$ cat src/rtl/ov7670_pkg.sv
// Shared constants, state encoding and default register table for the OV7670 SCCB configurator.
package ov7670_pkg;

  localparam int unsigned ENTRY_W       = 16;
  localparam logic [15:0] REG_END       = 16'hFFFF;
  localparam logic [15:0] REG_DELAY     = 16'hFFF0;
  localparam logic [7:0]  SCCB_DEV_ADDR = 8'h42;
  localparam logic [4:0]  LAST_BIT      = 5'd26;

  typedef enum logic [3:0] {
    ST_IDLE,
    ST_FETCH,
    ST_DECODE,
    ST_START,
    ST_BITS,
    ST_STOP,
    ST_GAP,
    ST_WAIT,
    ST_DONE
  } sccb_state_e;

  // Entry 0 sits in the low 16 bits; soft reset first, then the settle delay.
  localparam logic [ENTRY_W*64-1:0] DEFAULT_TABLE = {
    {54{16'hFFFF}},
    16'h1438, 16'h3A04, 16'h8C00, 16'h40D0, 16'h3E00,
    16'h0C00, 16'h1204, 16'h1101, 16'hFFF0, 16'h1280
  };

  // The ninth bit of each SCCB byte phase is the don't-care/ACK slot.
  function automatic logic is_ack_bit(input logic [4:0] b);
    return (b == 5'd8) || (b == 5'd17) || (b == 5'd26);
  endfunction

endpackage

$ cat src/rtl/ov7670_reg_rom.sv
// Register table ROM: {reg, val} entries with a registered read port (1 clk latency).
module ov7670_reg_rom
  import ov7670_pkg::*;
#(
  parameter int unsigned ROM_AW = 6,
  parameter logic [ENTRY_W*(2**ROM_AW)-1:0] ROM_INIT = '1
) (
  input  logic              clk,
  input  logic              rst,
  input  logic [ROM_AW-1:0] addr,
  output logic [15:0]       data
);

  localparam int unsigned DEPTH = 2**ROM_AW;

  logic [15:0] table_w [DEPTH];

  for (genvar i = 0; i < DEPTH; i++) begin : g_entry
    assign table_w[i] = ROM_INIT[ENTRY_W*i +: ENTRY_W];
  end

  always_ff @(posedge clk or negedge rst) begin
    if (!rst) data <= REG_END;
    else      data <= table_w[addr];
  end

endmodule

$ cat src/rtl/ov7670_sccb_config.sv
// Power-up OV7670 programmer: walks the register table and issues 3-phase SCCB writes.
//
// state  | meaning
// IDLE   | lines idle, waiting for start
// FETCH  | table address presented, ROM read in flight
// DECODE | classify entry: END, DELAY or write (write waits for quarter tick)
// START  | SCCB start condition, 2 quarters
// BITS   | 27 bits (3 bytes + don't-care slots), 4 quarters each
// STOP   | SCCB stop condition, 4 quarters
// GAP    | 4 idle quarters between writes
// WAIT   | settle delay for a DELAY marker
// DONE   | walk finished, raise done
module ov7670_sccb_config
  import ov7670_pkg::*;
#(
  parameter int unsigned CLK_HZ   = 125_000_000,
  parameter int unsigned SCCB_HZ  = 100_000,
  parameter logic [7:0]  DEV_ADDR = SCCB_DEV_ADDR,
  parameter int unsigned DELAY_MS = 10,
  parameter int unsigned ROM_AW   = 6,
  parameter logic [ENTRY_W*(2**ROM_AW)-1:0] ROM_INIT = DEFAULT_TABLE[ENTRY_W*(2**ROM_AW)-1:0]
) (
  input  logic              clk,
  input  logic              rst,
  input  logic              start,
  input  logic              siod_in,
  output logic              sioc,
  output logic              siod_oe,
  output logic              busy,
  output logic              done,
  output logic              nack_seen,
  output logic [ROM_AW-1:0] reg_index
);

  localparam int unsigned     QDIV      = CLK_HZ / (4 * SCCB_HZ);
  localparam int unsigned     QW        = (QDIV > 1) ? $clog2(QDIV) : 1;
  localparam longint unsigned DELAY_CLK = (longint'(DELAY_MS) * CLK_HZ) / 1000;
  localparam int unsigned     DW        = $clog2(DELAY_CLK + 1);

  sccb_state_e       state, state_nxt;
  logic [QW-1:0]     qcnt;
  logic              tick;
  logic [1:0]        q, q_nxt;
  logic [4:0]        bit_idx, bit_nxt;
  logic [23:0]       shreg, shreg_nxt;
  logic [DW-1:0]     dcnt, dcnt_nxt;
  logic [ROM_AW-1:0] idx_nxt;
  logic              busy_nxt, done_nxt, nack_nxt;
  logic              ack_bit;
  logic [15:0]       rom_data;

  ov7670_reg_rom #(
    .ROM_AW   (ROM_AW),
    .ROM_INIT (ROM_INIT)
  ) u_rom (
    .clk  (clk),
    .rst  (rst),
    .addr (reg_index),
    .data (rom_data)
  );

  // Free-running quarter-bit timebase; every bus line change is aligned to it.
  assign tick = (qcnt == QW'(QDIV - 1));

  always_ff @(posedge clk or negedge rst) begin
    if (!rst)      qcnt <= '0;
    else if (tick) qcnt <= '0;
    else           qcnt <= qcnt + QW'(1);
  end

  always_ff @(posedge clk or negedge rst) begin
    if (!rst) begin
      state     <= ST_IDLE;
      q         <= '0;
      bit_idx   <= '0;
      shreg     <= '0;
      dcnt      <= '0;
      reg_index <= '0;
      busy      <= 1'b0;
      done      <= 1'b0;
      nack_seen <= 1'b0;
    end else begin
      state     <= state_nxt;
      q         <= q_nxt;
      bit_idx   <= bit_nxt;
      shreg     <= shreg_nxt;
      dcnt      <= dcnt_nxt;
      reg_index <= idx_nxt;
      busy      <= busy_nxt;
      done      <= done_nxt;
      nack_seen <= nack_nxt;
    end
  end

  always_comb begin
    state_nxt = state;
    q_nxt     = q;
    bit_nxt   = bit_idx;
    shreg_nxt = shreg;
    dcnt_nxt  = dcnt;
    idx_nxt   = reg_index;
    busy_nxt  = busy;
    done_nxt  = done;
    nack_nxt  = nack_seen;
    sioc      = 1'b1;
    siod_oe   = 1'b0;
    ack_bit   = is_ack_bit(bit_idx);

    case (state)
      ST_IDLE: begin
        if (start) begin
          state_nxt = ST_FETCH;
          idx_nxt   = '0;
          done_nxt  = 1'b0;
          nack_nxt  = 1'b0;
          busy_nxt  = 1'b1;
        end
      end
      ST_FETCH: state_nxt = ST_DECODE;
      ST_DECODE: begin
        if (rom_data == REG_END) begin
          state_nxt = ST_DONE;
        end else if (rom_data == REG_DELAY) begin
          dcnt_nxt  = DW'(DELAY_CLK - 1);
          state_nxt = ST_WAIT;
        end else if (tick) begin
          shreg_nxt = {DEV_ADDR & 8'hFE, rom_data};
          bit_nxt   = '0;
          q_nxt     = '0;
          state_nxt = ST_START;
        end
      end
      ST_START: begin
        sioc    = (q == 2'd0);
        siod_oe = 1'b1;
        if (tick) begin
          q_nxt = q + 2'd1;
          if (q == 2'd1) begin
            q_nxt     = '0;
            state_nxt = ST_BITS;
          end
        end
      end
      ST_BITS: begin
        sioc    = q[1];
        siod_oe = ack_bit ? 1'b0 : ~shreg[23];
        if (tick) begin
          q_nxt = q + 2'd1;
          if (q == 2'd2 && ack_bit && siod_in) nack_nxt = 1'b1;
          if (q == 2'd3) begin
            if (!ack_bit) shreg_nxt = {shreg[22:0], 1'b0};
            if (bit_idx == LAST_BIT) begin
              bit_nxt   = '0;
              state_nxt = ST_STOP;
            end else begin
              bit_nxt = bit_idx + 5'd1;
            end
          end
        end
      end
      ST_STOP: begin
        sioc    = (q != 2'd0);
        siod_oe = ~q[1];
        if (tick) begin
          q_nxt = q + 2'd1;
          if (q == 2'd3) state_nxt = ST_GAP;
        end
      end
      ST_GAP: begin
        if (tick) begin
          q_nxt = q + 2'd1;
          if (q == 2'd3) begin
            if (&reg_index) state_nxt = ST_DONE;
            else begin
              idx_nxt   = reg_index + ROM_AW'(1);
              state_nxt = ST_FETCH;
            end
          end
        end
      end
      ST_WAIT: begin
        if (dcnt == '0) begin
          // Last entry may be a delay marker: finish rather than wrap the index.
          if (&reg_index) state_nxt = ST_DONE;
          else begin
            idx_nxt   = reg_index + ROM_AW'(1);
            state_nxt = ST_FETCH;
          end
        end else begin
          dcnt_nxt = dcnt - DW'(1);
        end
      end
      ST_DONE: begin
        busy_nxt  = 1'b0;
        done_nxt  = 1'b1;
        state_nxt = ST_IDLE;
      end
      default: state_nxt = ST_IDLE;
    endcase
  end

endmodule

$ cat config.mk
export PLATFORM = sky130hd
export DESIGN_NAME = ov7670_sccb_config
export DESIGN_NICKNAME = d
export VERILOG_FILES = /design/src/rtl/ov7670_pkg.sv /design/src/rtl/ov7670_reg_rom.sv /design/src/rtl/ov7670_sccb_config.sv
export SDC_FILE = /design/constraint.sdc
export NUM_CORES = 1
export LEC_CHECK = 0
export ABC_AREA = 0
export CAP_MARGIN = 15
export CORE_MARGIN = 2
export CORE_UTILIZATION = 40
export CTS_CLUSTER_DIAMETER = 50
export CTS_CLUSTER_SIZE = 28
export DETAILED_ROUTE_END_ITERATION = 8
export GPL_TIMING_DRIVEN = 1
export PLACE_DENSITY = 0.57
export REMOVE_ABC_BUFFERS = 1
export SYNTH_ARGS = -nofsm -noshare
export SYNTH_HDL_FRONTEND = slang
export SYNTH_HIERARCHICAL = 1
export SYNTH_SLANG_ARGS = --single-unit
$ cat constraint.sdc
create_clock -name clk -period 3.09 [get_ports clk]
set_input_delay 0.618 -clock clk [delete_from_list [all_inputs] [get_ports clk]]
set_output_delay 0.618 -clock clk [all_outputs]
set_load 0.02 [all_outputs]
==> results.yml, run 1 <==
outcome:
  status: "finished, final reports clean"
layout:
  multi_input_area_um2: 2590
  syn_to_final_growth_pct: 13.7
  final_common_cell: "nand2_1"
  seq_area_um2: 2250
  diodes: 0
  drive_above_1_share_pct: 15.8
  final_cell_mix: "nand2_1, dfrtp_1, nor2_1"
  nNetsFinal: 560
  fillers: 1171
grt:
  grt_max_degree: 85
  grt_pass1_wl_um: 18300
  gr-total-overflow: 0
  grt_pass1_vias: 3718
  gr-usage-all-layers_pct: 17.2
  antenna_found_initial: 0
synthesis:
  ys_seq_area_share_pct: 44.4
  synthTopCellsByArea: "dfrtp_1, dfstp_2, nand2_1, ha_1, mux2_4"
  yosysUniqueCellTypes: 70
  syn_area_um2: 5050
  synthFlopType: "dfrtp_1"
  synthesis.instances: 522
  syn_avg_cell_area_um2: 9.68
  synth-edff-count: 0
  synth_largest_area_cell: "dfrtp_1"
  ys_ff_latch: 89
  yosys_warnings: 6
  synth_top_area_share_pct: 36.6
  async_reset_ff_share_pct: 100
floorplanning:
  rows: 41
  start_util_pct: 40.6
  io_pins: 15
  core-area_um2: 12500
  die_h_um: 116
  die_w_um: 116
  dieArea_um2: 13600
power_and_ir_drop:
  power_frac_comb_pct: 32.7
  power_frac_seq_pct: 38.6
  power.switching_uw: 1440
  switching_share_pct: 35.1
  intPower_uw: 2670
  peakVddDrop_v: 0.000352
  powerDensity_nw_per_um2: 716
  p_clk_share_pct: 28.7
  leakage_uw: 0.00251
clocking:
  cts_tree: "done"
  cts.clk_slew.worst_paths_ns: 0.06
  cts.path.max_buffers: 2
  post-cts-setup-buffers: 0
  cts_sinks: 89
  cts_buffers: 9
  clockRootBuffer: "clkbuf_16"
  insertion_delay_ns: 0.34
  cts_htree_levels: 3
critical_path:
  crit_required_ns: 2.47
  path_max_fanout: 17
  rr_worst_depth: 7
  setup.worst_path.end_class: "output port"
  cp.arrival_ns: 2.19
  cp-start-kind: "flop"
  critical_path_class: "flop to output port"
timing:
  max-slew-margin-rel_pct: 54.0
  final-hold-violation-count: 0
  hold_ws_ns: 0.203
  finalSetupViolCount: 0
  tightest_slew_ns: 0.681
  rsz0062_at_grt: "no"
  timing.fmax_mhz: 356
  layout_setup_ws_ns: 0.284
  clock_skew_ns: 0.00817
  fin_crit_sh_pct: 90.8
  fin_crit_ns: 2.81
  slew_violations: 0
flow_run:
  maxCapViolCount: 0
placement:
  io_buffers: 14
  gp_congestion: 0.904
  place_ws_ns: 0.452
  hpwlAfterDp_um: 7280
hold_path:
  min-delay-path-class: "primary input to async pin"
route:
  ant_nets: 0
  viasPerCell: 5.41
  dr.pass1.iters: 4
  first_iter_violations: 171
  wl_per_cell_um: 15.0
  wl_um: 10700
  vias: 3867
  drc: 0
## final timing paths
check	from	endpoint	slack, ns
setup / recovery	state[0]	sioc	0.28
hold / removal	rst	dcnt[3]	0.20
setup reg to reg	qcnt[0]	shreg[1]	0.61
hold reg to reg	qcnt[0]	qcnt[0]	0.49
max in group asynchronous	rst	u_rom/data[13]	2.04
min in group clk	qcnt[0]	qcnt[0]	0.49
## metrics by stage
step / utilization (%) / total power [uW] / setup TNS (ns) / instances / cell area (um^2)
floorplan: - / 2510 / -1.55 / 496 / 4910
global placement: 43.3 / 2910 / 0 / 698 / 5390
detailed placement: 43.3 / 2940 / 0 / 698 / 5390
CTS: 45.8 / 4140 / 0 / 714 / 5710
global route: 46.1 / 4400 / 0 / 715 / 5750
finish: 46.1 / 4110 / 0 / 715 / 5750
## repair_timing
| item | CTS | global route |
|---|---|---|
| setup endpoints to repair | 0 | 1 |
| hold endpoints to repair | 0 | 0 |
| gates resized for setup | 0 | 2 |
| hold buffers | 0 | 0 |
## flip-flops by register name (all words and copies together) (netlist names)
name and flops:
q 2, qcnt 9, done 1, u_rom/data 15, shreg 24, nack_seen 1, busy 1, state 4
bit_idx 5, reg_index 6, dcnt 21
## cell type report
class | instances | share of cell area (%)
inverters | 24 | 1.57
repair buffers | 31 | 5.01
well taps | 172 | 3.74
multi-input cells | 383 | 45.0
flip-flops and latches | 89 | 39.1
clock buffers | 11 | 4.22
clock inverters | 5 | 1.37
## routing by layer
layer	routed length, um	vias up	track usage, %
met5	0	-	0
met4	157	0	7.22
met3	274	12	2.91
met2	4720	58	25.6
met1	5580	1896	24.9
li1	-	1901	-
## synth_stat cells (5+ instances only)
| cell | number |
|---|---|
| ha_1 | 18 |
| mux2i_1 | 15 |
| nor2_1 | 31 |
| and4_1 | 5 |
| nor3_1 | 10 |
| nand4_1 | 7 |
| o211ai_1 | 11 |
| nand2b_1 | 11 |
| o21ai_0 | 15 |
| o31ai_1 | 7 |
| clkbuf_1 | 13 |
| and3_1 | 5 |
| or4_1 | 9 |
| nand2_1 | 86 |
| a31oi_1 | 5 |
| mux2_4 | 11 |
| mux2_2 | 11 |
| dfstp_2 | 15 |
| buf_2 | 7 |
| dfrtp_1 | 74 |
| nand3_1 | 23 |
| a21oi_1 | 21 |
| inv_1 | 24 |
| or3_1 | 9 |
## power groups by stage
stage          Sequential (uW)  Combinational (uW)  Clock [uW]
2_1_floorplan             1630                 883           0
3_3_place_gp              1600                1310           0
3_5_place_dp              1600                1340           0
4_1_cts                   1590                1340        1210
5_1_grt                   1630                1520        1250
6_report                  1590                1340        1180
## cell families (layout without fill, tap and decap cells)
group,count (synthesis),count (layout),synth area share [%]
simple gates,230,230,24.2
compound gates,91,91,12.4
flops,89,89,44.4
buf+inv,50,71,4.55
mux,37,37,8.69
fa+ha+maj,18,18,4.46
xor+xnor,7,7,1.21
## worst max-delay path, cell delays in order (launching register included)
cell	delay (ns)
dfrtp_1	0.37
buf_4	0.20
or3b_2	0.48
o21ai_0	0.16
nand2b_1	0.09
clkdlybuf4s50_1	0.55
Note: power is estimated with default switching activity, not from simulation.
==> run 2, diff against run 1 <==
Settings changed: GPL_ROUTABILITY_DRIVEN from default to 0.
==> results of run 2 <==
Same layout as run 1: the final DEF is identical, and so are final timing and power.
